===== config.mk =====
export PLATFORM = sky130hd
export DESIGN_NAME = bip_control_unit
export DESIGN_NICKNAME = d
export VERILOG_FILES = /design/src/rtl/bip_control_unit.sv
export SDC_FILE = /design/constraint.sdc
export NUM_CORES = 1
export LEC_CHECK = 0
export ABC_AREA = 1
export CORE_AREA = 8 8 71 73
export DETAILED_ROUTE_END_ITERATION = 8
export DIE_AREA = 0 0 79 81
export PLACE_DENSITY_LB_ADDON = 0.15
export SLEW_MARGIN = 40
export SYNTH_ARGS = -nofsm -noshare
export SYNTH_HDL_FRONTEND = slang
export SYNTH_SLANG_ARGS = --single-unit

===== constraint.sdc =====
create_clock -name clk -period 1.15 [get_ports clk]
set_input_delay 0.1725 -clock clk [delete_from_list [all_inputs] [get_ports clk]]
set_output_delay 0.1725 -clock clk [all_outputs]
set_load 0.005 [all_outputs]

===== src/rtl/bip_control_unit.sv =====
// Control unit for the accumulator core: program counter, instruction decode, run/halt sequencing.
// Define BIP_CYCLE_COUNT_EN to build the saturating RUN-cycle counter; otherwise cycle_count is 0.
module bip_control_unit #(
    parameter int unsigned OPCODE_WIDTH  = 5,
    parameter int unsigned OPERAND_WIDTH = 11,
    parameter int unsigned PC_WIDTH      = 11,
    parameter int unsigned CNT_WIDTH     = 16
) (
    input  logic                                  clk,
    input  logic                                  rst_n,
    input  logic                                  start,
    input  logic [OPCODE_WIDTH+OPERAND_WIDTH-1:0] instr,
    input  logic                                  tx_done,
    output logic [PC_WIDTH-1:0]                   pc,
    output logic [OPERAND_WIDTH-1:0]              operand,
    output logic [1:0]                            SelA,
    output logic                                  SelB,
    output logic                                  Op,
    output logic                                  WrAcc,
    output logic                                  WrRam,
    output logic                                  RdRam,
    output logic                                  wr_uart,
    output logic                                  halted,
    output logic                                  illegal,
    output logic [CNT_WIDTH-1:0]                  cycle_count
);

    typedef enum logic [2:0] {StIdle, StRun, StHaltReq, StHaltWait, StHalted} stateT;

    localparam logic [OPCODE_WIDTH-1:0] OpHlt  = OPCODE_WIDTH'(0);
    localparam logic [OPCODE_WIDTH-1:0] OpSto  = OPCODE_WIDTH'(1);
    localparam logic [OPCODE_WIDTH-1:0] OpLd   = OPCODE_WIDTH'(2);
    localparam logic [OPCODE_WIDTH-1:0] OpLdi  = OPCODE_WIDTH'(3);
    localparam logic [OPCODE_WIDTH-1:0] OpAdd  = OPCODE_WIDTH'(4);
    localparam logic [OPCODE_WIDTH-1:0] OpAddi = OPCODE_WIDTH'(5);
    localparam logic [OPCODE_WIDTH-1:0] OpSub  = OPCODE_WIDTH'(6);
    localparam logic [OPCODE_WIDTH-1:0] OpSubi = OPCODE_WIDTH'(7);
    localparam logic [OPCODE_WIDTH-1:0] OpJmp  = OPCODE_WIDTH'(8);

    stateT                   stateQ, stateD;
    logic [PC_WIDTH-1:0]     pcQ, pcD;
    logic                    illegalQ, illegalD;
    logic [OPCODE_WIDTH-1:0] opcode;

    assign opcode  = instr[OPCODE_WIDTH+OPERAND_WIDTH-1 -: OPCODE_WIDTH];
    assign operand = instr[OPERAND_WIDTH-1:0];
    assign pc      = pcQ;
    assign illegal = illegalQ;
    assign wr_uart = (stateQ == StHaltReq);
    assign halted  = (stateQ == StHalted);

    always_comb begin
        stateD   = stateQ;
        pcD      = pcQ;
        illegalD = illegalQ;
        SelA     = 2'd0;
        SelB     = 1'b0;
        Op       = 1'b0;
        WrAcc    = 1'b0;
        WrRam    = 1'b0;
        RdRam    = 1'b0;
        case (stateQ)
            StIdle, StHalted: begin
                if (start) begin
                    stateD   = StRun;
                    pcD      = '0;
                    illegalD = 1'b0;
                end
            end
            StRun: begin
                pcD = pcQ + PC_WIDTH'(1);
                case (opcode)
                    OpHlt: begin
                        pcD    = pcQ;
                        stateD = StHaltReq;
                    end
                    OpSto: WrRam = 1'b1;
                    OpLd: begin
                        RdRam = 1'b1;
                        WrAcc = 1'b1;
                    end
                    OpLdi: begin
                        WrAcc = 1'b1;
                        SelA  = 2'd1;
                    end
                    OpAdd, OpSub: begin
                        RdRam = 1'b1;
                        WrAcc = 1'b1;
                        SelA  = 2'd2;
                        Op    = (opcode == OpAdd);
                    end
                    OpAddi, OpSubi: begin
                        WrAcc = 1'b1;
                        SelA  = 2'd2;
                        SelB  = 1'b1;
                        Op    = (opcode == OpAddi);
                    end
                    OpJmp: pcD = operand[PC_WIDTH-1:0];
                    default: begin
                        pcD      = pcQ;
                        illegalD = 1'b1;
                        stateD   = StHaltReq;
                    end
                endcase
            end
            StHaltReq:  stateD = StHaltWait;
            StHaltWait: if (tx_done) stateD = StHalted;
            default:    stateD = StIdle;
        endcase
    end

    always_ff @(posedge clk or negedge rst_n) begin
        if (!rst_n) begin
            stateQ   <= StIdle;
            pcQ      <= '0;
            illegalQ <= 1'b0;
        end else begin
            stateQ   <= stateD;
            pcQ      <= pcD;
            illegalQ <= illegalD;
        end
    end

`ifdef BIP_CYCLE_COUNT_EN
    logic [CNT_WIDTH-1:0] cntQ, cntD;
    logic                 restart;

    assign restart = start && ((stateQ == StIdle) || (stateQ == StHalted));

    // Counts every RUN cycle, including the one that halts; sticks at all-ones.
    always_comb begin
        cntD = cntQ;
        if (restart) begin
            cntD = '0;
        end else if ((stateQ == StRun) && (cntQ != '1)) begin
            cntD = cntQ + CNT_WIDTH'(1);
        end
    end

    always_ff @(posedge clk or negedge rst_n) begin
        if (!rst_n) begin
            cntQ <= '0;
        end else begin
            cntQ <= cntD;
        end
    end

    assign cycle_count = cntQ;
`else
    assign cycle_count = '0;
`endif

endmodule


* Yosys cells after proc, flatten, opt, wreduce, memory -nomap -nowiden
Cells that the tools add are included.
** Cells by class
- Add/subtract/negate cells :: 1
- Equality and inequality tests :: 17
- Multiplexer cells :: 22
- Reduce and logical (&&, ||, !) cells :: 15
** Operators by type and width (count)
- case mux 11 bit (2 select lines) :: 2
- == test 5 x 3 -> 1 bit, second input constant :: 4
- case mux 3 bit (4 select lines) :: 1
- adder 11 x 1 -> 11 bit, second input constant :: 1
- two-way mux 1 bit :: 11
- two-way mux 11 bit :: 1
- == test 5 x 2 -> 1 bit, second input constant :: 2
- two-way mux 3 bit :: 3
- AND reduction 3 bit :: 3
- OR reduction 9 bit :: 1
- inequality test 2 bit, second input constant :: 4
- OR reduction 8 bit :: 1
- OR reduction 7 bit :: 1
- == test 3 x 2 -> 1 bit, second input constant :: 2
- OR reduction 2 bit :: 3
- OR reduction 6 bit :: 1
- == test 5 x 1 -> 1 bit, second input constant :: 1
- == test 5 x 4 -> 1 bit, second input constant :: 1
- logical NOT 5 bit :: 1
- case mux 1 bit (2 select lines) :: 2
- case mux 2 bit (2 select lines) :: 1
- OR reduction 4 bit :: 1
- == test 3 x 1 -> 1 bit, second input constant :: 1
- == test 3 bit, second input constant :: 1
- 5 further kinds :: 5
** Storage, ports and cells
- Bits in registers :: 15
- Input bits :: 20
- Logic and storage cells :: 58

* Depth between registers and ports, before layout
Gate-level depths: netlist of the first run.
- Depth in word-level cells :: 4
- Depth in mapped cells :: 9
- Mapped depth without buffers :: 9

* Worst setup path before layout of the first run
OpenSTA, ideal clock, no wires.
- Path type :: flip-flop to flip-flop
- Start point :: reg pcQ[0], in the netlist pc[0]
- End point :: reg pcQ[10], in the netlist pc[10]
- Library setup time :: 0.117 ns
- Data arrival time :: 1.144 ns
- Slack :: -0.111 ns
- Stages on the path, launching flop included :: 9
- Clock period less this slack :: 1.261 ns
- Cell sequence :: dfrtp_1 -> ha_1 -> nand2_1 -> nor2_1 -> nand2_1 -> nand2_1 -> nand3_1 -> nand2_1 -> nand2_1
** On the way
- Longest elaborated chain between the ends :: 3
** RTL lines
- start, declared :: line 41 : logic [PC_WIDTH-1:0] pcQ, pcD;
- start signal, assigned :: line 119 : pcQ <= pcD;
- adder 11 x 1 -> 11 bit :: line 71 : pcD = pcQ + PC_WIDTH'(1);
- case mux 11 bit (2 select lines) :: line 72 : case (opcode)
- case mux 11 bit (2 select lines) :: line 62 : case (stateQ)
No other way between the ends.
A chain may end at the register's enable or synchronous reset.

* Worst setup path after layout of the first run
- Start point :: reg stateQ[2]
- End point :: out SelA[0]
** On the way
- Longest elaborated chain between the ends :: 2
** RTL lines
- start, declared :: line 40 : stateT stateQ, stateD;
- start signal, assigned :: line 114 : stateQ <= StIdle;
- start signal, assigned :: line 118 : stateQ <= stateD;
- == test 3 x 1 -> 1 bit :: line 62
- two-way mux 2 bit :: line 62
- end, declared :: line 16 : output logic [1:0] SelA,
No other way between the ends.

==> results of run 1 <==
-- cell usage after synthesis --
cell type	number
sky130_fd_sc_hd__o21ai_1	4
sky130_fd_sc_hd__inv_2	2
sky130_fd_sc_hd__conb_1	1
sky130_fd_sc_hd__nor2_2	5
sky130_fd_sc_hd__o21ai_0	9
sky130_fd_sc_hd__nand3_1	29
sky130_fd_sc_hd__nand3b_1	2
sky130_fd_sc_hd__o21ai_2	1
sky130_fd_sc_hd__buf_6	2
sky130_fd_sc_hd__nor2_1	27
sky130_fd_sc_hd__nand3_4	1
sky130_fd_sc_hd__nor3_1	1
sky130_fd_sc_hd__nand2_4	1
sky130_fd_sc_hd__buf_2	2
sky130_fd_sc_hd__xor2_1	1
sky130_fd_sc_hd__clkbuf_1	1
sky130_fd_sc_hd__nand3_2	1
sky130_fd_sc_hd__xnor2_1	1
sky130_fd_sc_hd__o21a_1	1
sky130_fd_sc_hd__inv_1	19
sky130_fd_sc_hd__buf_4	27
sky130_fd_sc_hd__o21bai_1	1
sky130_fd_sc_hd__ha_1	1
sky130_fd_sc_hd__dfrtp_1	15
sky130_fd_sc_hd__nand4_1	3
sky130_fd_sc_hd__or2_2	2
sky130_fd_sc_hd__nand2_1	53
-- per-stage QoR --
stage | hold WS, ps | cell area, sq um | cells | TNS (ps)
after global routing | 265 | 2530 | 362 | -5300
after floorplan | -123 | 1470 | 228 | 0
after detailed placement | 484 | 2080 | 334 | -15120
final | 238 | 2530 | 362 | -3710
after CTS | 239 | 2410 | 360 | -3370
after global placement | 484 | 2080 | 334 | -14940
-- where the power goes --
group / leakage [nW] / total [mW] / internal, mW / switching (mW)
combinational: 1.11 / 2.48 / 1.28 / 1.20
sequential: 0.193 / 0.744 / 0.659 / 0.0847
clock: 0.0255 / 0.451 / 0.240 / 0.210
total: 1.33 / 3.68 / 2.18 / 1.49
-- logic make-up (layout without fill, tap and decap cells) --
kind of cell / count (synthesis) / in the layout / synth area share (%)
AND/OR/NAND/NOR: 125 / 128 / 41.0
buffers and inverters: 53 / 134 / 23.0
AO/OA/AOI/OAI: 16 / 16 / 6.43
flip-flops: 15 / 15 / 27.1
XOR/XNOR: 2 / 2 / 1.27
adder cells (fa/ha/maj): 1 / 1 / 0.905
other: 1 / 16 / 0.271
-- worst max-delay path by stage --
stage	to	startpoint	cells past startpoint	slack, ps
6_report	SelA[0]	stateQ[2]$_DFFE_PN0P_	6	-320
5_1_grt	WrRam	stateQ[2]$_DFFE_PN0P_	6	-380
4_1_cts	WrRam	stateQ[0]$_DFFE_PN0P_	7	-330
3_5_place_dp	RdRam	instr[15]	5	-670
3_3_place_gp	SelA[0]	instr[13]	7	-620
2_1_floorplan	pc[10]$_DFFE_PN0P_	pc[2]$_DFFE_PN0P_	8	10
-- metal layers --
layer / wire length, microns / global-route usage, %
met1: 1920 / 17.2
met4: 54 / 5.56
met5: 0 / 0
met2: 2280 / 23.8
met3: 336 / 3.20
-- cell type report --
| class | count | area, sq um | area share, % |
|---|---|---|---|
| clock buffers | 3 | 41.3 | 1.63 |
| clock inverters | 1 | 5.00 | 0.198 |
| inverters | 21 | 81.3 | 3.21 |
| multi-input cells | 163 | 1020 | 40.2 |
| flip-flops and latches | 15 | 383 | 15.1 |
| well taps | 50 | 62.6 | 2.47 |
| repair buffers | 109 | 941 | 37.2 |
-- cell usage in the layout (no fill, tap or decap), types with 9 or more instances in the layout --
cell type,Yosys,routed
sky130_fd_sc_hd__nand2_1,53,46
sky130_fd_sc_hd__buf_4,27,43
sky130_fd_sc_hd__dlygate4sd2_1,0,25
sky130_fd_sc_hd__nand3_1,29,21
sky130_fd_sc_hd__nor2_1,27,17
sky130_fd_sc_hd__conb_1,1,16
sky130_fd_sc_hd__inv_1,19,14
sky130_fd_sc_hd__clkdlybuf4s50_1,0,14
sky130_fd_sc_hd__buf_6,2,14
sky130_fd_sc_hd__nor2_4,0,9
sky130_fd_sc_hd__o21ai_1,4,9
sky130_fd_sc_hd__dfrtp_1,15,9
sky130_fd_sc_hd__buf_2,2,9
-- sequential cells by signal, indices dropped and copies added (netlist names) --
signal / flops
illegal: 1
pc: 11
stateQ: 3
-- timing repair --
action,in CTS,in global routing
pin swaps,20,24
setup buffers,19,3
setup endpoints to repair,47,24
gates cloned,3,0
gates resized for setup,117,32
==> run summary, run 1 <==
The net total in the final layout is 334. Setup violations remaining at the end of the flow were counted as 24. STA classifies the critical path startpoint as a register. The number of global-route vias before repair came out at 1721. Once routing completed, OpenROAD measured the worst setup slack at -323 ps.

In this run the worst path has a maximum fanout of 4. The leakage power of the design came out at 1.33 nW. The cell count after synthesis came out at 213. The number of levels the H-tree was split into came out at 1. The final period utilization is 128%. The worst hold path belongs to the class in2async. The share of synthesized area in the top cell type comes to 27.1%. At the later pin of the worst-skew pair, clock insertion delay measures 250 ps. Entering global routing, the biggest net connects 16 pins. By area the synthesized netlist is led by sky130_fd_sc_hd__dfrtp_1 (27%), sky130_fd_sc_hd__buf_4 (15%), sky130_fd_sc_hd__nand2_1 (14%).

The total clock sinks came out at 15. The final reports fail on negative setup slack. The global-route congestion overflow total is 0. The max-cap violation count came out at 0. The number of primary I/O pins is 68. The total power came out at 3.68 mW. The count of cells along the worst register-to-register path came out at 9. Clock tree synthesis selected as its root buffer the cell sky130_fd_sc_hd__clkbuf_8. The initial antenna violation count is 0. The total area inside the core boundary comes to 3910 sq um. The flow ran to the end, but the final reports show violations. Sequential cells were found to cover 27.1% of the synthesized design area. After detailed routing, the number of remaining DRC violations is 0. In this run the mean area of a mapped cell was 6.49 sq um. The fmax came out at 679 MHz. Detailed placement ended at an HPWL of 2980 microns. The layout filler cell count came out at 364. The worst register-to-register path ends at stateQ[1]$_DFFE_PN0P_. The count of synthesis-stage warnings from yosys came out at 0. After floorplanning, the core was divided into 23 placement rows. The first global-routing pass estimated 7580 microns of wire. 0 antenna diodes ended up in the layout. Setup repair after global routing could not meet its margin everywhere. The worst vdd rail ir drop is 1140 uV. Dividing total power by cell area gives a power density of 1450 nW/um^2.

The number of optimization iterations in the first detailed-route pass came out at 4. The clock-pin transition on the worst setup and hold timing paths is 70 ps. The clock tree from TritonCTS is built.

The synthesized design spends more area on one cell type than any other, namely sky130_fd_sc_hd__dfrtp_1. The kind of cell with the highest combined delay on the critical path is flip-flops. The critical path is of the reg2out type.

The synthesis-stage register bit count is 15. The die covers 6400 sq um. The pre-CTS setup slack came out at -672 ps. The clock arrives with 0.707 ps of skew. In this run the tool buffered the top-level ports with 51 buffer cells. The share of final-layout standard cells stronger than drive strength 1 came out at 42.0%. The data arrival time at the worst-slack endpoint is 1300 ps. The final-report max-slew violation count came out at 0. The post-layout utilization of the core came out at 64.7%. The largest single stage delay on the critical path is 410 ps.

The worst setup path is captured at an output port. Walking the worst path, the cells encountered are nor2_4 -> nand2_4 -> buf_6 -> buf_6 -> nor2_4 -> buf_2. The slowest cell on the critical path is sky130_fd_sc_hd__dfrtp_1. The floorplan step set the die width to 79 microns.

The maximum clock path buffer count is 2. The effective utilization at floorplan came out at 35.3%. In this run the critical register-to-register path is launched from stateQ[2]$_DFFE_PN0P_.

The required time of the critical path is 980 ps. The number of clock buffers added by TritonCTS is 3. Once detail routing completed, the nets flagged for antenna violations numbered 0.

The average wire length per cell after detail routing came out at 12.7 microns. From bottom edge to top edge, the die measures 81 microns. The buffers plus inverters on the worst setup path is 3. The hold buffer count at CTS is 0. The cell area that synthesis handed to floorplanning was 1380 sq um. The per-cell via count in the routed design is 4.59. Subtracting the final worst setup slack from the clock period gives 1470 ps.

The total count of hold-check failures in the final report is 0. The violation count after the first detailed-route iteration is 69. The routed design has 4590 microns of wire. The worst-case register-to-register setup slack is -150 ps.

For this run, the total global-route usage over all layers was measured as 14.2%. The congestion estimate from routability-driven global placement came to 0.789. The number of different library cells in the post-synthesis netlist came out at 27.

The count of vias placed by the detailed router is 1660. The area growth from synthesis to layout is 83.1%.
No activity file was read; power rests on OpenSTA's default activity.
==> run 2, diff against run 1 <==
--- a/config.mk
+++ b/config.mk
@@ -10,6 +10,7 @@
 export DETAILED_ROUTE_END_ITERATION = 8
 export DIE_AREA = 0 0 79 81
 export PLACE_DENSITY_LB_ADDON = 0.15
+export SKIP_LAST_GASP = 1
 export SLEW_MARGIN = 40
 export SYNTH_ARGS = -nofsm -noshare
 export SYNTH_HDL_FRONTEND = slang
==> run 2 against run 1 <==
  * The run still ends with negative setup slack left
  * Critical path depth did not move
  * Highest routed layer unchanged
  * Sequential share of layout area rose by 0.053 points
  * Largest power group unchanged
  * Critical endpoint unchanged
  * Setup slack got worse by 1.4 ps
  * Critical path type unchanged
==> run summary, run 2 (synthesized netlist as in run 1, its figures left out) <==
The checks that failed: negative setup slack. The clock-pin transition on the worst setup and hold timing paths came out at 70 ps (about the same). The net total in the final layout came to 334 (unchanged).

The count of vias placed by the detailed router is 1655 (-0.30%). The number of instances in the placed design came to 334 (unchanged). The total count of hold-check failures in the final report came out at 0 (unchanged). The min-delay analysis places its worst path in the category in2async.

The antenna diode count is 0 (unchanged). The post-synthesis to final-layout area growth came out at 82.4%. The average wire length per cell after detail routing came out at 12.7 microns (-0.15%). The fmax is 678 MHz (about the same). The total power came out at 3.65 mW (-0.68%).

The clock tree from TritonCTS is built. The number of buffers added by the clock tree synthesis step came out at 3 (unchanged). STA classifies the critical path startpoint as a register. The number of global-route vias before repair came to 1718 (-0.17%). The launch point of the worst reg-to-reg path is stateQ[2]$_DFFE_PN0P_. The worst vdd rail ir drop came out at 1130 uV (-0.57%). STA classifies the critical path endpoint as an output port. The leakage power of the design came to 1.33 nW (+0.11%). The data arrival time at the worst-slack endpoint is 1300 ps (about the same). The die height is 81 microns (unchanged).

The number of optimization iterations in the first detailed-route pass is 4 (unchanged). By startpoint and endpoint, the worst setup path is classified as reg2out. The effective utilization at floorplan came to 35.3% (unchanged). The flip-flop count of the largest register after layout is 11 (unchanged). The remaining routing DRC violations is 0 (unchanged). The x dimension of the die is 79 microns (unchanged). The number of levels the H-tree was split into was 1 (unchanged). The max-cap violation count came out at 0 (unchanged).

The final weighted congestion of routability-driven global placement came out at 0.789 (unchanged). The number of primary I/O pins came out at 68 (unchanged). The maximum clock path buffer count came out at 2 (unchanged). The final sum of negative setup slack is -3700 ps (+7.18 ps).

The maximum number of pins on one net before global-route repair came out at 16 (unchanged). Setup repair after global routing could not meet its margin everywhere. The top fanout value on the critical path is 4 (unchanged). The number of endpoints failing setup at the final stage was 24 (unchanged).

The number of buffers added on ports came out at 51 (unchanged). The floorplan row count came out at 23 (unchanged). CTS placed an instance of sky130_fd_sc_hd__clkbuf_8 at the clock tree root. The die outline area came to 6400 sq um (unchanged). The shortest clock period the worst path allows after layout came out at 1470 ps (+1.35 ps). The per-cell via count in the routed design came to 4.57 (-0.30%). The smallest setup slack after layout is -324 ps (-1.35 ps).

The required time of the critical path is 980 ps (about the same). The global-route congestion overflow total is 0 (unchanged). The total clock sinks is 15 (unchanged). The flow ran to the end, but the final reports show violations. The total track usage came out at 14.2% (+0.092 points).

Leaving out fill and tap cells, the most frequent cells in the layout are sky130_fd_sc_hd__nand2_1 (47), sky130_fd_sc_hd__buf_4 (44), sky130_fd_sc_hd__dlygate4sd2_1 (25). The violation count after the first detailed-route iteration is 54 (-22%). The share of final-layout standard cells stronger than drive strength 1 came out at 42.0% (unchanged). The most critical setup path has its startpoint at stateQ[2]$_DFFE_PN0P_. The post-route antenna net violation count came out at 0 (unchanged).

The initial antenna violation count came out at 0 (unchanged). The worst setup skew after layout is 1.49 ps (+0.780 ps). The global-route wire length before repair came to 7600 microns (+0.26%).

The detailed-placement wirelength estimate is 2980 microns (unchanged). The areal power density over the cells came out at 1450 nW/um^2 (-0.34%). The standard cell core area is 3910 sq um (unchanged).

The final-layout worst hold slack came out at 237 ps (-1.25 ps). The final-report max-slew violation count is 0 (unchanged). The post-layout utilization of the core came to 64.5% (-0.22 points). The leading cell type in the layout, fill and taps excluded is sky130_fd_sc_hd__nand2_1. The clock latency on the worst-skew pair is 250 ps (about the same). The filler-free cell count of the finished design came out at 362 (unchanged).

The total wire length was 4580 microns (-0.15%). The final period utilization is 128% (about the same).
## run 2: path summary, 6_finish.rpt
kind | cells past startpoint | slack [ps] | to
setup reg to reg | 9 | -150 | stateQ[1]$_DFFE_PN0P_
min in group clk | 1 | 480 | illegal$_DFFE_PN0P_
max in group asynchronous | 2 | 700 | pc[3]$_DFFE_PN0P_
hold reg to reg | 1 | 480 | illegal$_DFFE_PN0P_
setup / recovery | 6 | -320 | SelA[0]
hold / removal | 2 | 240 | stateQ[2]$_DFFE_PN0P_
## run 2: power breakdown
group | switching [mW] | internal [mW]
Clock | 0.216 | 0.241
Combinational | 1.19 | 1.26
Sequential | 0.0845 | 0.659
## run 2: layer usage
layer	global-route usage, %	wire (microns)	part of all wire [%]
met1	17.1	1880	41
met2	24.2	2310	50
met3	3.31	338	7.4
met4	5.56	54	1.2
met5	0	0	0
## run 2: cell type report
type	count	area, sq um
Clock buffer	3	41.3
Clock inverter	1	5.00
Fill cell	365	1390
Inverter	21	81.3
Multi-Input combinational cell	163	1020
Sequential cell	15	383
Tap cell	50	62.6
Timing Repair Buffer	109	931
## run 2: timing repair
item                                    CTS  global route
buffers inserted                         19             3
pin swaps                                19            24
gates resized for setup                 113            35
endpoints found under the setup margin   47            25
cloned                                    3             0
hold buffers                              0             0
## run 2: stage by stage
| stage | setup WS, ps | instance area [sq um] |
|---|---|---|
| detailed placement | -672 | 2080 |
| CTS | -332 | 2400 |
| floorplan | 10.1 | 1470 |
| finish | -324 | 2520 |
| global placement | -617 | 2080 |
| global route | -376 | 2520 |
## run 2: worst max-delay path, stage by stage, from the launching register on
cell	delay, ps
sky130_fd_sc_hd__dfrtp_1	410
sky130_fd_sc_hd__nor2_4	140
sky130_fd_sc_hd__nand2_4	90
sky130_fd_sc_hd__buf_6	130
sky130_fd_sc_hd__buf_6	110
sky130_fd_sc_hd__nor2_4	60
sky130_fd_sc_hd__buf_2	110
